### src/rtl/watch_pkg.sv
// Shared widths, bin_time slice positions and the month-length helper for the watch calendar.
// February gets 29 days in leap years only when WATCH_LEAP_YEAR_EN is defined.
package watch_pkg;

  localparam int YEAR_W     = 12;
  localparam int FIELD_W    = 8;
  localparam int BIN_TIME_W = 52;

  localparam int YEAR_HI   = 51;
  localparam int YEAR_LO   = 40;
  localparam int MONTH_HI  = 39;
  localparam int MONTH_LO  = 32;
  localparam int DAY_HI    = 31;
  localparam int DAY_LO    = 24;
  localparam int HOUR_HI   = 23;
  localparam int HOUR_LO   = 16;
  localparam int MINUTE_HI = 15;
  localparam int MINUTE_LO = 8;
  localparam int SECOND_HI = 7;
  localparam int SECOND_LO = 0;

  function automatic logic [FIELD_W-1:0] max_date(input logic [FIELD_W-1:0] month,
                                                  input logic [YEAR_W-1:0]  year);
    logic                is_leap;
    logic [FIELD_W-1:0]  md;
`ifdef WATCH_LEAP_YEAR_EN
    is_leap = ((year % 12'd4) == 12'd0 && (year % 12'd100) != 12'd0) || (year % 12'd400) == 12'd0;
`else
    // Year only matters for the leap rule, which is compiled out here.
    is_leap = 1'b0 & year[0];
`endif
    case (month)
      8'd2:                    md = is_leap ? 8'd29 : 8'd28;
      8'd4, 8'd6, 8'd9, 8'd11: md = 8'd30;
      default:                 md = 8'd31;
    endcase
    return md;
  endfunction

endpackage

### src/rtl/watch_time_counter_if.sv
// Set-block <-> calendar-core connection: load strobe, packed set time, hold, and the live time fields.
interface watch_time_counter_if;
  import watch_pkg::*;

  logic                  en_time;
  logic [BIN_TIME_W-1:0] bin_time;
  logic                  hold;
  logic [YEAR_W-1:0]     year;
  logic [FIELD_W-1:0]    month;
  logic [FIELD_W-1:0]    day;
  logic [FIELD_W-1:0]    hour;
  logic [FIELD_W-1:0]    minute;
  logic [FIELD_W-1:0]    second;
  logic                  sec_pulse;

  modport master (
    output en_time, bin_time, hold,
    input  year, month, day, hour, minute, second, sec_pulse
  );

  modport slave (
    input  en_time, bin_time, hold,
    output year, month, day, hour, minute, second, sec_pulse
  );

endinterface

### src/rtl/watch_sec_prescaler.sv
// Divides clk down to a one-cycle tick every CLK_FREQ cycles; tick is combinational off the count.
// clr restarts the count at 0, hold freezes it and suppresses tick.
module watch_sec_prescaler #(
  parameter int CLK_FREQ = 50_000_000
) (
  input  logic clk,
  input  logic rst,
  input  logic clr,
  input  logic hold,
  output logic tick
);

  localparam int              CNT_W = (CLK_FREQ > 1) ? $clog2(CLK_FREQ) : 1;
  localparam logic [CNT_W-1:0] TERM = CNT_W'(CLK_FREQ - 1);

  logic [CNT_W-1:0] cnt;

  assign tick = !hold && (cnt == TERM);

  always_ff @(posedge clk) begin
    if (rst) begin
      cnt <= '0;
    end else if (clr) begin
      cnt <= '0;
    end else if (!hold) begin
      cnt <= tick ? '0 : cnt + 1'b1;
    end
  end

endmodule

### src/rtl/watch_time_counter.sv
// Calendar/clock core: loads a sanitised set time, advances one second per prescaler tick with full carry.
// Outputs are registered (1-cycle load latency); hold freezes everything but a load. Leap years: WATCH_LEAP_YEAR_EN.
module watch_time_counter
  import watch_pkg::*;
#(
  parameter int                CLK_FREQ   = 50_000_000,
  parameter logic [YEAR_W-1:0] RESET_YEAR = 12'd2024
) (
  input  logic                 clk,
  input  logic                 rst,
  watch_time_counter_if.slave  tif
);

  localparam logic [YEAR_W-1:0] YEAR_MAX = {YEAR_W{1'b1}};

  logic                tick;
  logic [YEAR_W-1:0]   year_q;
  logic [FIELD_W-1:0]  month_q, day_q, hour_q, minute_q, second_q;
  logic                pulse_q;

  watch_sec_prescaler #(
    .CLK_FREQ (CLK_FREQ)
  ) u_prescaler (
    .clk  (clk),
    .rst  (rst),
    .clr  (tif.en_time),
    .hold (tif.hold),
    .tick (tick)
  );

  // Load path: clamp every field into a legal calendar value before it reaches the registers.
  logic [YEAR_W-1:0]  ld_year, s_year;
  logic [FIELD_W-1:0] ld_month, ld_day, ld_hour, ld_minute, ld_second;
  logic [FIELD_W-1:0] s_month, s_day, s_hour, s_minute, s_second, ld_md;

  assign ld_year   = tif.bin_time[YEAR_HI:YEAR_LO];
  assign ld_month  = tif.bin_time[MONTH_HI:MONTH_LO];
  assign ld_day    = tif.bin_time[DAY_HI:DAY_LO];
  assign ld_hour   = tif.bin_time[HOUR_HI:HOUR_LO];
  assign ld_minute = tif.bin_time[MINUTE_HI:MINUTE_LO];
  assign ld_second = tif.bin_time[SECOND_HI:SECOND_LO];

  always_comb begin
    s_year   = (ld_year == '0) ? 12'd1 : ld_year;
    s_month  = (ld_month == 8'd0 || ld_month > 8'd12) ? 8'd1 : ld_month;
    ld_md    = max_date(s_month, s_year);
    s_day    = (ld_day == 8'd0) ? 8'd1 : ((ld_day > ld_md) ? ld_md : ld_day);
    s_hour   = (ld_hour   > 8'd23) ? 8'd0 : ld_hour;
    s_minute = (ld_minute > 8'd59) ? 8'd0 : ld_minute;
    s_second = (ld_second > 8'd59) ? 8'd0 : ld_second;
  end

  // Advance path: the whole carry chain settles combinationally so outputs jump straight to the next second.
  logic               sec_wrap, min_wrap, hr_wrap, day_wrap, mon_wrap;
  logic [FIELD_W-1:0] cur_md;
  logic [YEAR_W-1:0]  nx_year;
  logic [FIELD_W-1:0] nx_month, nx_day, nx_hour, nx_minute, nx_second;

  always_comb begin
    cur_md    = max_date(month_q, year_q);
    sec_wrap  = (second_q == 8'd59);
    min_wrap  = sec_wrap && (minute_q == 8'd59);
    hr_wrap   = min_wrap && (hour_q == 8'd23);
    day_wrap  = hr_wrap && (day_q >= cur_md);
    mon_wrap  = day_wrap && (month_q == 8'd12);

    nx_second = sec_wrap ? 8'd0 : second_q + 8'd1;
    nx_minute = minute_q;
    nx_hour   = hour_q;
    nx_day    = day_q;
    nx_month  = month_q;
    nx_year   = year_q;
    if (sec_wrap) nx_minute = min_wrap ? 8'd0 : minute_q + 8'd1;
    if (min_wrap) nx_hour   = hr_wrap  ? 8'd0 : hour_q + 8'd1;
    if (hr_wrap)  nx_day    = day_wrap ? 8'd1 : day_q + 8'd1;
    if (day_wrap) nx_month  = mon_wrap ? 8'd1 : month_q + 8'd1;
    if (mon_wrap) nx_year   = (year_q == YEAR_MAX) ? 12'd1 : year_q + 12'd1;
  end

  always_ff @(posedge clk) begin
    if (rst) begin
      year_q   <= RESET_YEAR;
      month_q  <= 8'd1;
      day_q    <= 8'd1;
      hour_q   <= 8'd0;
      minute_q <= 8'd0;
      second_q <= 8'd0;
      pulse_q  <= 1'b0;
    end else if (tif.en_time) begin
      year_q   <= s_year;
      month_q  <= s_month;
      day_q    <= s_day;
      hour_q   <= s_hour;
      minute_q <= s_minute;
      second_q <= s_second;
      pulse_q  <= 1'b0;
    end else if (tif.hold) begin
      pulse_q  <= 1'b0;
    end else if (tick) begin
      year_q   <= nx_year;
      month_q  <= nx_month;
      day_q    <= nx_day;
      hour_q   <= nx_hour;
      minute_q <= nx_minute;
      second_q <= nx_second;
      pulse_q  <= 1'b1;
    end else begin
      pulse_q  <= 1'b0;
    end
  end

  assign tif.year      = year_q;
  assign tif.month     = month_q;
  assign tif.day       = day_q;
  assign tif.hour      = hour_q;
  assign tif.minute    = minute_q;
  assign tif.second    = second_q;
  assign tif.sec_pulse = pulse_q;

endmodule

### src/flat_wrapper.sv
// flat-port wrapper written by rule: the top's interface ports become plain ports
module watch_time_counter_flat import watch_pkg::*;
#(
  parameter int                CLK_FREQ   = 50_000_000,
  parameter logic [YEAR_W-1:0] RESET_YEAR = 12'd2024
)
  (clk, rst, tif_en_time, tif_bin_time, tif_hold, tif_year, tif_month, tif_day, tif_hour, tif_minute, tif_second, tif_sec_pulse);
  watch_time_counter_if tif_i ();
  input  logic clk;
  input  logic rst;
  input wire logic [$bits(tif_i.en_time)-1:0] tif_en_time;
  input wire logic [$bits(tif_i.bin_time)-1:0] tif_bin_time;
  input wire logic [$bits(tif_i.hold)-1:0] tif_hold;
  output wire logic [$bits(tif_i.year)-1:0] tif_year;
  output wire logic [$bits(tif_i.month)-1:0] tif_month;
  output wire logic [$bits(tif_i.day)-1:0] tif_day;
  output wire logic [$bits(tif_i.hour)-1:0] tif_hour;
  output wire logic [$bits(tif_i.minute)-1:0] tif_minute;
  output wire logic [$bits(tif_i.second)-1:0] tif_second;
  output wire logic [$bits(tif_i.sec_pulse)-1:0] tif_sec_pulse;
  assign tif_i.en_time = tif_en_time;
  assign tif_i.bin_time = tif_bin_time;
  assign tif_i.hold = tif_hold;
  assign tif_year = tif_i.year;
  assign tif_month = tif_i.month;
  assign tif_day = tif_i.day;
  assign tif_hour = tif_i.hour;
  assign tif_minute = tif_i.minute;
  assign tif_second = tif_i.second;
  assign tif_sec_pulse = tif_i.sec_pulse;
  watch_time_counter #(.CLK_FREQ(CLK_FREQ), .RESET_YEAR(RESET_YEAR)) u_core (.clk(clk), .rst(rst), .tif(tif_i));
endmodule
### config.mk
export PLATFORM = sky130hd
export DESIGN_NAME = watch_time_counter_flat
export DESIGN_NICKNAME = d
export VERILOG_FILES = /design/src/rtl/watch_pkg.sv /design/src/rtl/watch_time_counter_if.sv /design/src/rtl/watch_sec_prescaler.sv /design/src/rtl/watch_time_counter.sv /design/src/flat_wrapper.sv
export SDC_FILE = /design/constraint.sdc
export NUM_CORES = 1
export LEC_CHECK = 0
export CORE_MARGIN = 10
export CORE_UTILIZATION = 46
export DETAILED_ROUTE_END_ITERATION = 10
export PLACE_DENSITY = 0.78
export SETUP_SLACK_MARGIN = 0.05
export SLEW_MARGIN = 10
export SYNTH_ARGS = -nofsm -noshare
export SYNTH_HDL_FRONTEND = slang
export SYNTH_SLANG_ARGS = --single-unit
export TNS_END_PERCENT = 20
### constraint.sdc
create_clock -name clk -period 2.5 [get_ports clk]
set_input_delay 0.5 -clock clk [delete_from_list [all_inputs] [get_ports clk]]
set_output_delay 0.5 -clock clk [all_outputs]
set_load 0.01 [all_outputs]
# == Yosys cells after proc, flatten, opt, wreduce, memory -nomap -nowiden ==
# Cells that the tools add are included.
# word_totals
register_bits,79
elab_cells,104
# classes
n_addsub,7
order_cmp,6
n_eq_ne,17
mux,40
reduce_logical,26
# op_table
operator,count
8-bit 2-to-1 mux,30
12-bit 2-to-1 mux,6
"8-bit by 1-bit adder with 8-bit output, second input constant",5
"8-bit by 4-bit equality test with 1-bit output, second input constant",5
"8-bit by 3-bit equality test with 1-bit output, second input constant",4
"26-bit by 1-bit adder with 26-bit output, second input constant",1
"26-bit equality test, second input constant",1
26-bit 2-to-1 mux,1
"8-bit by 2-bit equality test with 1-bit output, second input constant",2
"8-bit by 6-bit equality test with 1-bit output, second input constant",2
"8-bit by 6-bit greater-than comparator with 1-bit output, second input constant",2
8-bit zero test,2
3-bit AND reduction,5
"12-bit by 1-bit adder with 12-bit output, second input constant",1
"12-bit equality test, second input constant",1
12-bit zero test,1
2-bit nonzero test,6
"8-bit by 5-bit equality test with 1-bit output, second input constant",1
8-bit by 5-bit >= comparator with 1-bit output,1
"8-bit by 4-bit greater-than comparator with 1-bit output, second input constant",1
"8-bit by 5-bit greater-than comparator with 1-bit output, second input constant",1
8-bit greater-than comparator,1
2-bit case mux with 2 select lines,2
4-bit OR reduction,2
8 further kinds,12

# == Longest topological paths before layout ==
# Gate-level depths: netlist (run 1).
# logic_depth
word_depth,11
mapped_depth,15

# == Cells and area by module ==
# Synthesis (run 1) repeated with hierarchy kept, for this count alone.
# hier_totals
hier_cells,611
area_unflattened_um2,4924.7
# by_module_without_submodules
mod,instances,cells_per_inst,area_per_inst_um2,seq_area_each_um2
watch_time_counter,1,458,3559.7,1061.0
watch_sec_prescaler,1,153,1365.1,520.5

# == Worst setup path after synthesis (run 1) ==
# Ideal clock, no wire load.
# synth_path
path_kind,reg2reg
from,"register u_core.month_q[0], in the netlist u_core.tif.month[0]"
to,"register u_core.month_q[0], in the netlist u_core.tif.month[0]"
arrival_time_ns,2.647
path_slack_ns,-0.267
path_stages_with_launch,14
synth_period_minus_slack_ns,2.767
cell_sequence,dfxtp_1 -> ha_1 -> nor2_1 -> nor2_1 -> nand2_1 -> o21ai_0 -> nand2_1 -> ha_1 -> nand2b_1 -> a21oi_1 -> o21ai_0 -> clkbuf_1 -> nand3_1 -> a211o_1
# synth_between
elab_chain_cells,11
word_cells_on_any_way,19
cone_classes,1 x add/sub; 1 x order compare; 6 x eq/ne; 6 x mux; 5 x reduce/logical
# synth_lines
item,line_no,source
from (decl),watch_time_counter.sv:18,"logic [FIELD_W-1:0] month_q, day_q, hour_q, minute_q, second_q;"
from (signal assigned),watch_time_counter.sv:91,month_q <= s_month;
from (signal assigned),watch_time_counter.sv:101,month_q <= nx_month;
8-bit by 3-bit equality test with 1-bit output or 8-bit by 4-bit equality test with 1-bit output (tied branches),watch_pkg.sv:32,case (month)
4-bit OR reduction,watch_pkg.sv:32,
2-bit case mux with 2 select lines,watch_pkg.sv:32,
8-bit by 5-bit >= comparator with 1-bit output,watch_time_counter.sv:64,day_wrap = hr_wrap && (day_q >= cur_md);
1-bit logical AND,watch_time_counter.sv:64,
1-bit logical AND,watch_time_counter.sv:65,mon_wrap = day_wrap && (month_q == 8'd12);
8-bit 2-to-1 mux (2 in series),watch_time_counter.sv:76,if (day_wrap) nx_month = mon_wrap ? 8'd1 : month_q + 8'd1;
8-bit 2-to-1 mux,watch_time_counter.sv:99,end else if (tick) begin
8-bit 2-to-1 mux,watch_time_counter.sv:97,end else if (tif.hold) begin
8-bit 2-to-1 mux,watch_time_counter.sv:89,end else if (tif.en_time) begin
# Parallel ways exist; a longest one is shown, timed or not. The select of a mux whose other input is x is not followed.
# A chain may end at the register's enable or synchronous reset.

# == Worst setup path in the final report (run 1) ==
# layout_path
from,"register u_core.second_q[0], in the netlist u_core.tif.second[0]"
to,"register u_core.hour_q[5], in the netlist u_core.tif.hour[5]"
# layout_between
elab_chain_cells,8
word_cells_on_any_way,10
cone_classes,1 x eq/ne; 5 x mux; 4 x reduce/logical
# layout_lines
item,line_no,source
from (decl),watch_time_counter.sv:18,
from (signal assigned),watch_time_counter.sv:95,second_q <= s_second;
from (signal assigned),watch_time_counter.sv:105,second_q <= nx_second;
8-bit by 6-bit equality test with 1-bit output (*),watch_time_counter.sv:61,sec_wrap = (second_q == 8'd59);
1-bit logical AND (*),watch_time_counter.sv:62,min_wrap = sec_wrap && (minute_q == 8'd59);
1-bit logical AND,watch_time_counter.sv:63,hr_wrap = min_wrap && (hour_q == 8'd23);
8-bit 2-to-1 mux (2 in series),watch_time_counter.sv:74,if (min_wrap) nx_hour = hr_wrap ? 8'd0 : hour_q + 8'd1;
8-bit 2-to-1 mux,watch_time_counter.sv:99,
8-bit 2-to-1 mux,watch_time_counter.sv:97,
8-bit 2-to-1 mux,watch_time_counter.sv:89,
to (signal assigned),watch_time_counter.sv:93,hour_q <= s_hour;
to (signal assigned),watch_time_counter.sv:103,hour_q <= nx_hour;
to (decl),watch_time_counter.sv:18,
# Every way passes the cells marked *; elsewhere a longest branch is shown, timed or not. The select of a mux whose other input is x is not followed.

==> results of run 1 <==
==> metal layers <==
metal	wire length, um	up-vias	share of wire
met5	0	-	0
met4	333	0	0.023
met3	1040	33	0.071
met2	7090	206	0.48
met1	6250	2389	0.42
li1	-	2469	-
==> final timing paths <==
| check | to | startpoint | cells past startpoint |
|---|---|---|---|
| worst max-delay path | u_core.tif.hour[5]$_SDFFE_PP0P_ | u_core.tif.second[0]$_SDFFE_PP0P_ | 6 |
| worst min-delay path | u_core.tif.second[3]$_SDFFE_PP0P_ | rst | 2 |
| worst max register to register | u_core.tif.hour[5]$_SDFFE_PP0P_ | u_core.tif.second[0]$_SDFFE_PP0P_ | 6 |
| worst min register to register | u_core.u_prescaler.cnt[19]$_SDFFE_PP0N_ | u_core.u_prescaler.cnt[19]$_SDFFE_PP0N_ | 2 |
==> worst register-to-register path, stage by stage (launching register included) <==
cell     delay [ns]
dfxtp_4        0.37
ha_4           0.14
or4b_4         0.46
or4_4          0.50
o31a_1         0.35
or4b_4         0.50
a21oi_2        0.14
==> kinds of logic after synthesis <==
family	count (synthesis)
AND/OR/NAND/NOR	268
AO/OA/AOI/OAI	150
flip-flops	79
buffers and inverters	37
XOR/XNOR	30
adder cells (fa/ha/maj)	14
multiplexers	1
==> placed cells by master (no fill, tap or decap), types with 16 or more instances in the layout <==
cell             synthesis  routed
nand3_1                 23      21
a21oi_1                 40      35
dfxtp_1                 79      75
buf_4                    1      67
clkdlybuf4s50_1          0     106
nor2_1                  83      82
nand2_1                 40      40
nor3_1                  23      23
nand4_1                 16      16
o21ai_0                 38      29
==> through the flow <==
stage,util,hold slack (ns),cell area (um^2),std cells,total power (W)
2_1_floorplan,-,0.466,4650,579,0.00150
3_3_place_gp,0.644,0.483,6270,861,0.00171
5_1_grt,0.689,0.467,6700,882,0.00284
6_report,0.689,0.456,6700,882,0.00273
4_1_cts,0.672,0.444,6540,879,0.00272
3_5_place_dp,0.644,0.507,6270,861,0.00172
==> final cells by class <==
type	instances	area, um^2
Fill cell	798	3030
Clock buffer	9	124
Timing Repair Buffer	180	1640
Sequential cell	79	1600
Tap cell	133	166
Clock inverter	7	80.1
Inverter	11	43.8
Multi-Input combinational cell	463	3050
==> state kept, by name (all words and copies together) (netlist names) <==
signal,count
u_core.u_prescaler.cnt,26
u_core.tif.day,8
u_core.tif.month,8
u_core.tif.second,8
u_core.tif.sec_pulse,1
u_core.tif.minute,8
u_core.tif.year,12
u_core.tif.hour,8
==> power groups by stage <==
stage          logic (W)  registers [W]  clock network, W
2_1_floorplan   0.000165        0.00133                 0
6_report        0.000428        0.00130           0.00100
3_3_place_gp    0.000386        0.00133                 0
3_5_place_dp    0.000395        0.00133                 0
5_1_grt         0.000467        0.00130           0.00107
4_1_cts         0.000404        0.00130           0.00102
==> repair_timing <==
action,4_1_cts,5_1_grt
setup buffers,2,2
pin swaps,4,10
endpoints found under the hold margin,0,0
setup endpoints to repair,33,48
cloned,0,2
gates resized for setup,17,35
==> out/metrics.yaml, run 1 <==
status: "finished with violations"
violations: "negative setup slack"
worstSetupEndpointType: "register"
core_um2: 9730
drcViolationCount: 0
comb_power_share: 0.157
critPathArrivalTime_ns: 2.82
slew_violations: 0
grt_overflow_total: 0
globalRouteMet1Util: 0.236
synth-xor-area-share: 0.0572
synthArstFlopShare: 0
synthAdderAreaFrac: 0.0381
maxCapViolCount: 0
gp_congestion: 0.900
slowest_stage: "or4_4"
die_w_um: 120
synth.area.top_cells: "dfxtp_1 (34%), nor2_1 (6.8%), a21oi_1 (4.4%)"
p_int_w: 0.00198
ys_types: 67
cts_root_buf: "clkbuf_8"
layout.nets: 814
final_layout_size_suffix_gt1_frac: 0.184
yosys_warnings: 0
clkTransAtPathRegs_ns: 0.09
synth_edf_count: 0
area_delta_synth_final_pct: 45.9
dr.pass1.iters: 5
power_leakage_nw: 2.37
seqPwrFrac: 0.476
netSwitchingFraction: 0.276
required_ns: 2.80
initial_utilization: 0.472
io_buffers: 108
cts_hold_buf: 0
path_cells: "ha_4 > or4b_4 > or4_4 > o31a_1 > or4b_4 > a21oi_2"
path_class: "reg -> reg"
cts_buffers: 9
max_freq_mhz: 398
die_h_um: 120
critPathBufInv: 0
h-tree-depth: 3
preCtsSetupSlack_ns: -0.426
grt_max_degree: 25
cpMostUsedCell: "or4b_4"
fin_crit_ns: 2.51
p_clk_frac: 0.368
drtIter0Drc: 415
muxShareOfSynthArea: 0.00245
avgRoutedWirePerCell_um: 16.7
post-dp-hpwl_mm: 11.2
clock_latency_ns: 0.37
syn-num-nets: 649
power.density_nw_per_um2: 407
rows: 36
cp_max_fo: 4
ys_ff_latch: 79
antenna_found_initial: 0
yosysMostFrequentCell: "nor2_1"
grt_pass1_wl_mm: 24.0
ys_seq_area_frac: 0.344
cts_tree: "done"
synth_cells: 579
syn_avg_cell_area_um2: 7.93
synth_top_cell_area_share: 0.344
synth_top_flop_cell: "dfxtp_1"
critical-path-max-stage-delay_ns: 0.50
met3_usage: 0.0539
reg2reg_slack_ns: -0.01
clkSinkCount: 79
maxSlewHeadroom: 0.598
cts_max_path_buffers: 2
rsz0062_at_grt: "yes"
peakVddDrop_mv: 0.220
start_kind: "register"
fin_tns_setup_ns: -0.0103
synth_common_cells: "nor2_1 (83), dfxtp_1 (79), a21oi_1 (40), nand2_1 (40), o21ai_0 (38)"
first_global_vias: 4995
synth-compound-area-share: 0.214
grt_usage: 0.197
finalCritPeriodShare: 1.00
hold_class: "in -> reg"
netlist.top_cell.by_area: "dfxtp_1"
pin_count: 109
tightest_slew_ns: 0.600
grt_use_met2: 0.332
drt-vias-per-instance: 5.78
drtAntennaViolNets: 0
fin_skew_ns: 0.0138
synthSimpleGateAreaFrac: 0.306
syn-cell-area_um2: 4590
n_antenna_cell: 0
crit_family: "simple AND/OR/NAND/NOR gates"
route.vias.total: 5097
synth_top_family_by_area: "simple AND/OR/NAND/NOR gates"
grt-busiest-layer: "met2"
wl_mm: 14.7
p_sw_w: 0.000754
die_area_um2: 14400
fin_ws_ns: -0.0103
finalHoldViolations: 0
setup_viol: 1
(Power assumes the default switching activity.)
==> inputs of run 2 (changes only) <==
--- a/config.mk
+++ b/config.mk
@@ -5,7 +5,7 @@
 export SDC_FILE = /design/constraint.sdc
 export NUM_CORES = 1
 export LEC_CHECK = 0
-export CORE_MARGIN = 10
+export CORE_MARGIN = 2
 export CORE_UTILIZATION = 46
 export DETAILED_ROUTE_END_ITERATION = 10
 export PLACE_DENSITY = 0.78
==> run 2 against run 1 <==
Highest routed layer unchanged. Count of clock-buffer cells in the layout is 1 higher. Clock power about the same. Largest cell class unchanged. Non-clock buffer count shrank 4. Largest power group unchanged. Final area down 0.69%. Sequential share of layout area is 0.17 points higher. The run now ends clean. Critical path type unchanged.
==> out/metrics.yaml, run 2 (synthesized netlist as in run 1, its figures left out) <==
cts_hold_buf: 0  # unchanged
grt_pass1_wl_mm: 23.1  # -3.8%
drcViolationCount: 0  # unchanged
die_h_um: 104  # -13%
finalCritPeriodShare: 0.984  # -0.0198
rsz0062_at_grt: "yes"
comb_power_share: 0.153  # -0.004
seqPwrFrac: 0.478  # +0.002
hold_path.startpoint: "rst"
final_core_util: 0.684  # -0.00476
dr.pass1.iters: 5  # unchanged
crit_family: "simple AND/OR/NAND/NOR gates"
power.density_nw_per_um2: 408  # +0.16%
p_clk_frac: 0.369  # about the same
drt-vias-per-instance: 5.83  # +0.83%
required_ns: 2.78  # -0.02 ns
reg2reg_slack_ns: 0.04  # +0.05 ns
slew_violations: 0  # unchanged
critPathBufInv: 1  # +1
cpMostUsedCell: "o21ai_1"
hold_class: "in -> reg"
hold_depth: 2  # unchanged
wl_mm: 14.2  # -3.5%
reg2reg_from: "u_core.tif.month[0]$_SDFFE_PP1P_"
antenna_found_initial: 0  # unchanged
fin_crit_ns: 2.46  # -0.0495 ns
layout.nets: 810  # -0.49%
clkTransAtPathRegs_ns: 0.08  # about the same
grt_overflow_total: 0  # unchanged
power_leakage_nw: 2.35  # -0.85%
worstSetupEndpointType: "register"
n_antenna_cell: 0  # unchanged
clock_latency_ns: 0.36  # about the same
post-dp-hpwl_mm: 10.2  # -8.7%
grt_max_degree: 27  # +8.0%
fin_skew_ns: 0.0138  # +0.0000728 ns
layout_commonest_cell: "clkdlybuf4s50_1"
first_global_vias: 5016  # +0.42%
area_delta_synth_final_pct: 44.9
h-tree-depth: 3  # unchanged
die_w_um: 104  # -13%
status: "finished clean"
die_area_um2: 10800  # -25%
p_int_w: 0.00199  # +0.55%
avgRoutedWirePerCell_um: 16.2  # -3.1%
design_area_um2: 6660  # -0.69%
max_freq_mhz: 406  # +2.0%
path_cells: "inv_4 > ha_2 > a21oi_1 > o21ai_1 > nand2_1 > ha_1 > nand2b_4 > a21oi_4 > o21ai_4 > nand4_1 > or3_1 > o21ai_1"
final_layout_size_suffix_gt1_frac: 0.179  # -0.00572
place_area_um2: 6260  # -0.16%
critical-path-max-stage-delay_ns: 0.42  # -0.08 ns
slowest_stage: "or3_1"
setup_viol: 0  # -1
maxSlewHeadroom: 0.584  # -0.0145
maxCapViolCount: 0  # unchanged
min_to: "u_core.tif.second[3]$_SDFFE_PP0P_"
layout_common_cells: "clkdlybuf4s50_1 (107), nor2_1 (81), dfxtp_1 (75)"
grt_usage: 0.256  # +0.0587
core_um2: 9730  # unchanged
cts_max_path_buffers: 2  # unchanged
cp_max_fo: 7  # +3
route.vias.total: 5116  # +0.37%
largest_reg_flops: 26  # unchanged
rr_endpoint: "u_core.tif.month[5]$_SDFFE_PP0P_"
reg2regPathDepth: 12  # +6
rows: 36  # unchanged
drtIter0Drc: 248  # -40%
drtAntennaViolNets: 0  # unchanged
cts_tree: "done"
start_kind: "register"
netSwitchingFraction: 0.268  # -0.00788
top_register: "u_core.u_prescaler.cnt"
cts_root_buf: "clkbuf_8"
p_sw_w: 0.000728  # -3.4%
path_class: "reg -> reg"
finalHoldViolations: 0  # unchanged
pin_count: 109  # unchanged
critPathArrivalTime_ns: 2.74  # -0.08 ns
tightest_slew_ns: 0.622  # +0.0216 ns
peakVddDrop_mv: 0.218  # -0.64%
gp_congestion: 0.912  # +1.3%
clkSinkCount: 79  # unchanged
io_buffers: 108  # unchanged
cts_buffers: 9  # unchanged
initial_utilization: 0.472  # unchanged
run 2: layout make-up:
cell class                      instances  area [um^2]
Tap cell                              133          166
Multi-Input combinational cell        463         3030
Clock buffer                           10          138
Fill cell                             818         3070
Inverter                               11         46.3
Clock inverter                          6         65.1
Sequential cell                        79         1600
Timing Repair Buffer                  176         1620
run 2: worst max path at each step:
| stage | start | to | slack [ns] | depth (start not counted) |
|---|---|---|---|---|
| 3_5_place_dp | tif_hold | u_core.tif.month[5]$_SDFFE_PP0P_ | -0.43 | 8 |
| 6_report | u_core.tif.month[0]$_SDFFE_PP1P_ | u_core.tif.month[5]$_SDFFE_PP0P_ | 0.04 | 12 |
| 5_1_grt | u_core.tif.month[0]$_SDFFE_PP1P_ | u_core.tif.month[5]$_SDFFE_PP0P_ | -0.14 | 12 |
| 3_3_place_gp | tif_hold | u_core.tif.hour[4]$_SDFFE_PP0P_ | -0.46 | 9 |
| 2_1_floorplan | u_core.tif.second[0]$_SDFFE_PP0P_ | u_core.tif.hour[7]$_SDFFE_PP0P_ | -0.05 | 7 |
| 4_1_cts | u_core.tif.month[0]$_SDFFE_PP1P_ | u_core.tif.year[4]$_SDFFE_PP0P_ | 0.02 | 13 |
run 2: per-layer routing:
| layer | GRT usage | up-vias | part of all wire |
|---|---|---|---|
| li1 | - | 2465 | - |
| met1 | 0.307 | 2401 | 0.41 |
| met2 | 0.438 | 211 | 0.50 |
| met3 | 0.0432 | 39 | 0.065 |
| met4 | 0.133 | 0 | 0.030 |
| met5 | 0 | - | 0 |
run 2: repair_timing:
| item | CTS | global route |
|---|---|---|
| setup endpoints to repair | 30 | 38 |
| endpoints found under the hold margin | 0 | 0 |
| pin swaps | 7 | 27 |
| resized for setup | 4 | 42 |
| buffers inserted | 2 | 2 |
run 2: power by group through the flow:
stage	sequential [W]	clock, W	combinational, W
4_1_cts	0.00130	0.00101	0.000394
2_1_floorplan	0.00133	0	0.000165
5_1_grt	0.00130	0.00106	0.000451
3_5_place_dp	0.00133	0	0.000390
6_report	0.00130	0.00100	0.000416
3_3_place_gp	0.00133	0	0.000380
run 2: stage by stage:
| stage | hold WS, ns | power, W | setup slack [ns] | setup TNS, ns | cells |
|---|---|---|---|---|---|
| final | 0.496 | 0.00272 | 0.0392 | 0 | 878 |
| after global routing | 0.498 | 0.00282 | -0.138 | -1.43 | 878 |
| after CTS | 0.474 | 0.00270 | 0.0182 | 0 | 876 |
| after detailed placement | 0.518 | 0.00172 | -0.433 | -21.89 | 858 |
| after global placement | 0.484 | 0.00171 | -0.463 | -21.47 | 858 |
| after floorplan | 0.466 | 0.00150 | -0.0539 | -0.106 | 579 |
==> inputs of run 3 (changes only) <==
--- a/config.mk
+++ b/config.mk
@@ -7,7 +7,9 @@
 export LEC_CHECK = 0
 export CORE_MARGIN = 2
 export CORE_UTILIZATION = 46
+export CTS_CLUSTER_DIAMETER = 200
 export DETAILED_ROUTE_END_ITERATION = 10
+export MAX_ROUTING_LAYER = met4
 export PLACE_DENSITY = 0.78
 export SETUP_SLACK_MARGIN = 0.05
 export SLEW_MARGIN = 10
==> run 3 against run 2 <==
Setup slack better by 0.013 ns. Combinational power up 2%. Count of clock-buffer cells in the layout up 2. Non-clock buffer count up 5. Utilization up 0.95 points. Die area unchanged. Via count up 0.35%. Sequential cell count unchanged. Final area up 1.4%. Final cell count up 0.57%.
==> out/metrics.yaml, run 3 (synthesized netlist as in run 1, its figures left out) <==
max_freq_mhz: 409  # +0.53%
peakVddDrop_mv: 0.244  # +12%
cts_root_buf: "clkbuf_8"
rsz0062_at_grt: "yes"
hold_depth: 2  # unchanged
io_buffers: 108  # unchanged
clkSinkCount: 79  # unchanged
pin_count: 109  # unchanged
maxSlewHeadroom: 0.562  # -0.0217
grt_overflow_total: 0  # unchanged
crit_start: "u_core.tif.second[0]$_SDFFE_PP0P_"
required_ns: 2.80  # +0.02 ns
critical-path-max-stage-delay_ns: 0.50  # +0.08 ns
final_core_util: 0.694  # +0.00952
final_layout_size_suffix_gt1_frac: 0.179  # about the same
top_register: "u_core.u_prescaler.cnt"
fin_crit_ns: 2.45  # -0.0129 ns
setup_viol: 0  # unchanged
clkTransAtPathRegs_ns: 0.08  # about the same
avgRoutedWirePerCell_um: 16.1  # -0.73%
hold_class: "in -> reg"
cts_max_path_buffers: 2  # unchanged
route.vias.total: 5134  # +0.35%
power.density_nw_per_um2: 421  # +3.1%
drcViolationCount: 0  # unchanged
finalHoldViolations: 0  # unchanged
grt_pass1_wl_mm: 22.8  # -1.4%
drt-vias-per-instance: 5.81  # -0.22%
layout_commonest_cell: "clkdlybuf4s50_1"
rr_endpoint: "u_core.tif.hour[5]$_SDFFE_PP0P_"
start_kind: "register"
whs_ns: 0.504  # +0.00825 ns
drtIter0Drc: 285  # +15%
slew_violations: 0  # unchanged
dr.pass1.iters: 6  # +1
largest_reg_flops: 26  # unchanged
post-dp-hpwl_mm: 10.3  # +0.36%
finalCritPeriodShare: 0.979  # -0.00516
crit_family: "simple AND/OR/NAND/NOR gates"
first_global_vias: 4812  # -4.1%
core_um2: 9730  # unchanged
path_class: "reg -> reg"
grt_usage: 0.259  # +0.00310
reg2reg_slack_ns: 0.05  # about the same
tightest_slew_ns: 0.654  # +0.0324 ns
die_h_um: 104  # unchanged
die_area_um2: 10800  # unchanged
antenna_found_initial: 0  # unchanged
drtAntennaViolNets: 0  # unchanged
layout_common_cells: "clkdlybuf4s50_1 (104), nor2_1 (81), dfxtp_1 (75)"
nFillCells: 772  # -5.6%
rows: 36  # unchanged
cts_tree: "done"
crit_cells: 6  # -6
worstSetupEndpointType: "register"
maxCapViolCount: 0  # unchanged
h-tree-depth: 3  # unchanged
grt_max_degree: 27  # unchanged
initial_utilization: 0.472  # unchanged
critPathBufInv: 0  # -1
wl_mm: 14.2  # -0.16%
clock_latency_ns: 0.37  # about the same
reg2reg_from: "u_core.tif.second[0]$_SDFFE_PP0P_"
fin_skew_ns: 0.0114  # -0.00246 ns
slowest_stage: "or4_4"
cts_buffers: 9  # unchanged
power_leakage_nw: 2.41  # +2.5%
n_antenna_cell: 0  # unchanged
gp_congestion: 0.896  # -1.8%
path_cells: "ha_4 > or4b_4 > or4_4 > o31a_1 > or4b_1 > a21oi_2"
die_w_um: 104  # unchanged
cp-endpoint: "u_core.tif.hour[5]$_SDFFE_PP0P_"
cts_hold_buf: 0  # unchanged
area_delta_synth_final_pct: 46.9
status: "finished clean"
layout.nets: 815  # +0.62%
critPathArrivalTime_ns: 2.75  # about the same
cp_max_fo: 5  # -2
reg2regPathDepth: 6  # -6
==> run 3: worst min-delay path by stage <==
stage | from | slack [ns] | end
floorplan | u_core.u_prescaler.cnt[19]$_SDFFE_PP0N_ | 0.47 | u_core.u_prescaler.cnt[19]$_SDFFE_PP0N_
global placement | u_core.u_prescaler.cnt[19]$_SDFFE_PP0N_ | 0.49 | u_core.u_prescaler.cnt[19]$_SDFFE_PP0N_
detailed placement | u_core.u_prescaler.cnt[19]$_SDFFE_PP0N_ | 0.51 | u_core.u_prescaler.cnt[19]$_SDFFE_PP0N_
CTS | rst | 0.50 | u_core.tif.second[3]$_SDFFE_PP0P_
global route | rst | 0.51 | u_core.tif.second[3]$_SDFFE_PP0P_
finish | rst | 0.50 | u_core.tif.second[0]$_SDFFE_PP0P_
==> run 3: repair_timing <==
item,in CTS,in global routing
endpoints found under the setup margin,24,43
gates resized for setup,7,44
endpoints found under the hold margin,0,0
buffers inserted,2,7
gates cloned,0,2
pin swaps,5,28
==> run 3: report_power, final <==
part           total [W]  switching (W)  internal [W]  leakage (nW)
combinational   0.000423       0.000199      0.000224          1.65
clock            0.00112       0.000496      0.000621         0.117
sequential       0.00130      0.0000240       0.00127         0.641
==> run 3: final cells by class <==
cell class,instances,area [um^2],area share
multi-input cells,463,3050,0.452
repair buffers,181,1660,0.246
flip-flops and latches,79,1600,0.237
well taps,133,166,0.0247
clock buffers,12,155,0.0230
clock inverters,4,77.6,0.0115
inverters,11,43.8,0.00649
==> run 3: stage by stage <==
stage                     setup slack, ns  setup TNS, ns  cells  area (um^2)  power (W)
after floorplan                   -0.0539         -0.106    579         4650    0.00150
after global placement             -0.384         -20.54    856         6230    0.00170
after detailed placement           -0.402         -20.71    856         6230    0.00171
after CTS                         0.00451              0    874         6490    0.00280
after global routing              -0.0223        -0.0521    883         6750    0.00293
final                              0.0521              0    883         6750    0.00284
==> run 3: worst reg2reg max path, cell delays in order (launching register included) <==
cell and delay, ns:
dfxtp_4 0.37, ha_4 0.13, or4b_4 0.46, or4_4 0.50
o31a_1 0.31, or4b_1 0.49, a21oi_2 0.13
==> run 3: layer usage <==
layer / up-vias / wire length [um] / GRT usage
li1: 2479 / - / -
met3: 23 / 744 / 0.0388
met5: - / 0 / -
met4: 0 / 249 / 0.0869
met1: 2444 / 6080 / 0.316
met2: 188 / 7100 / 0.439
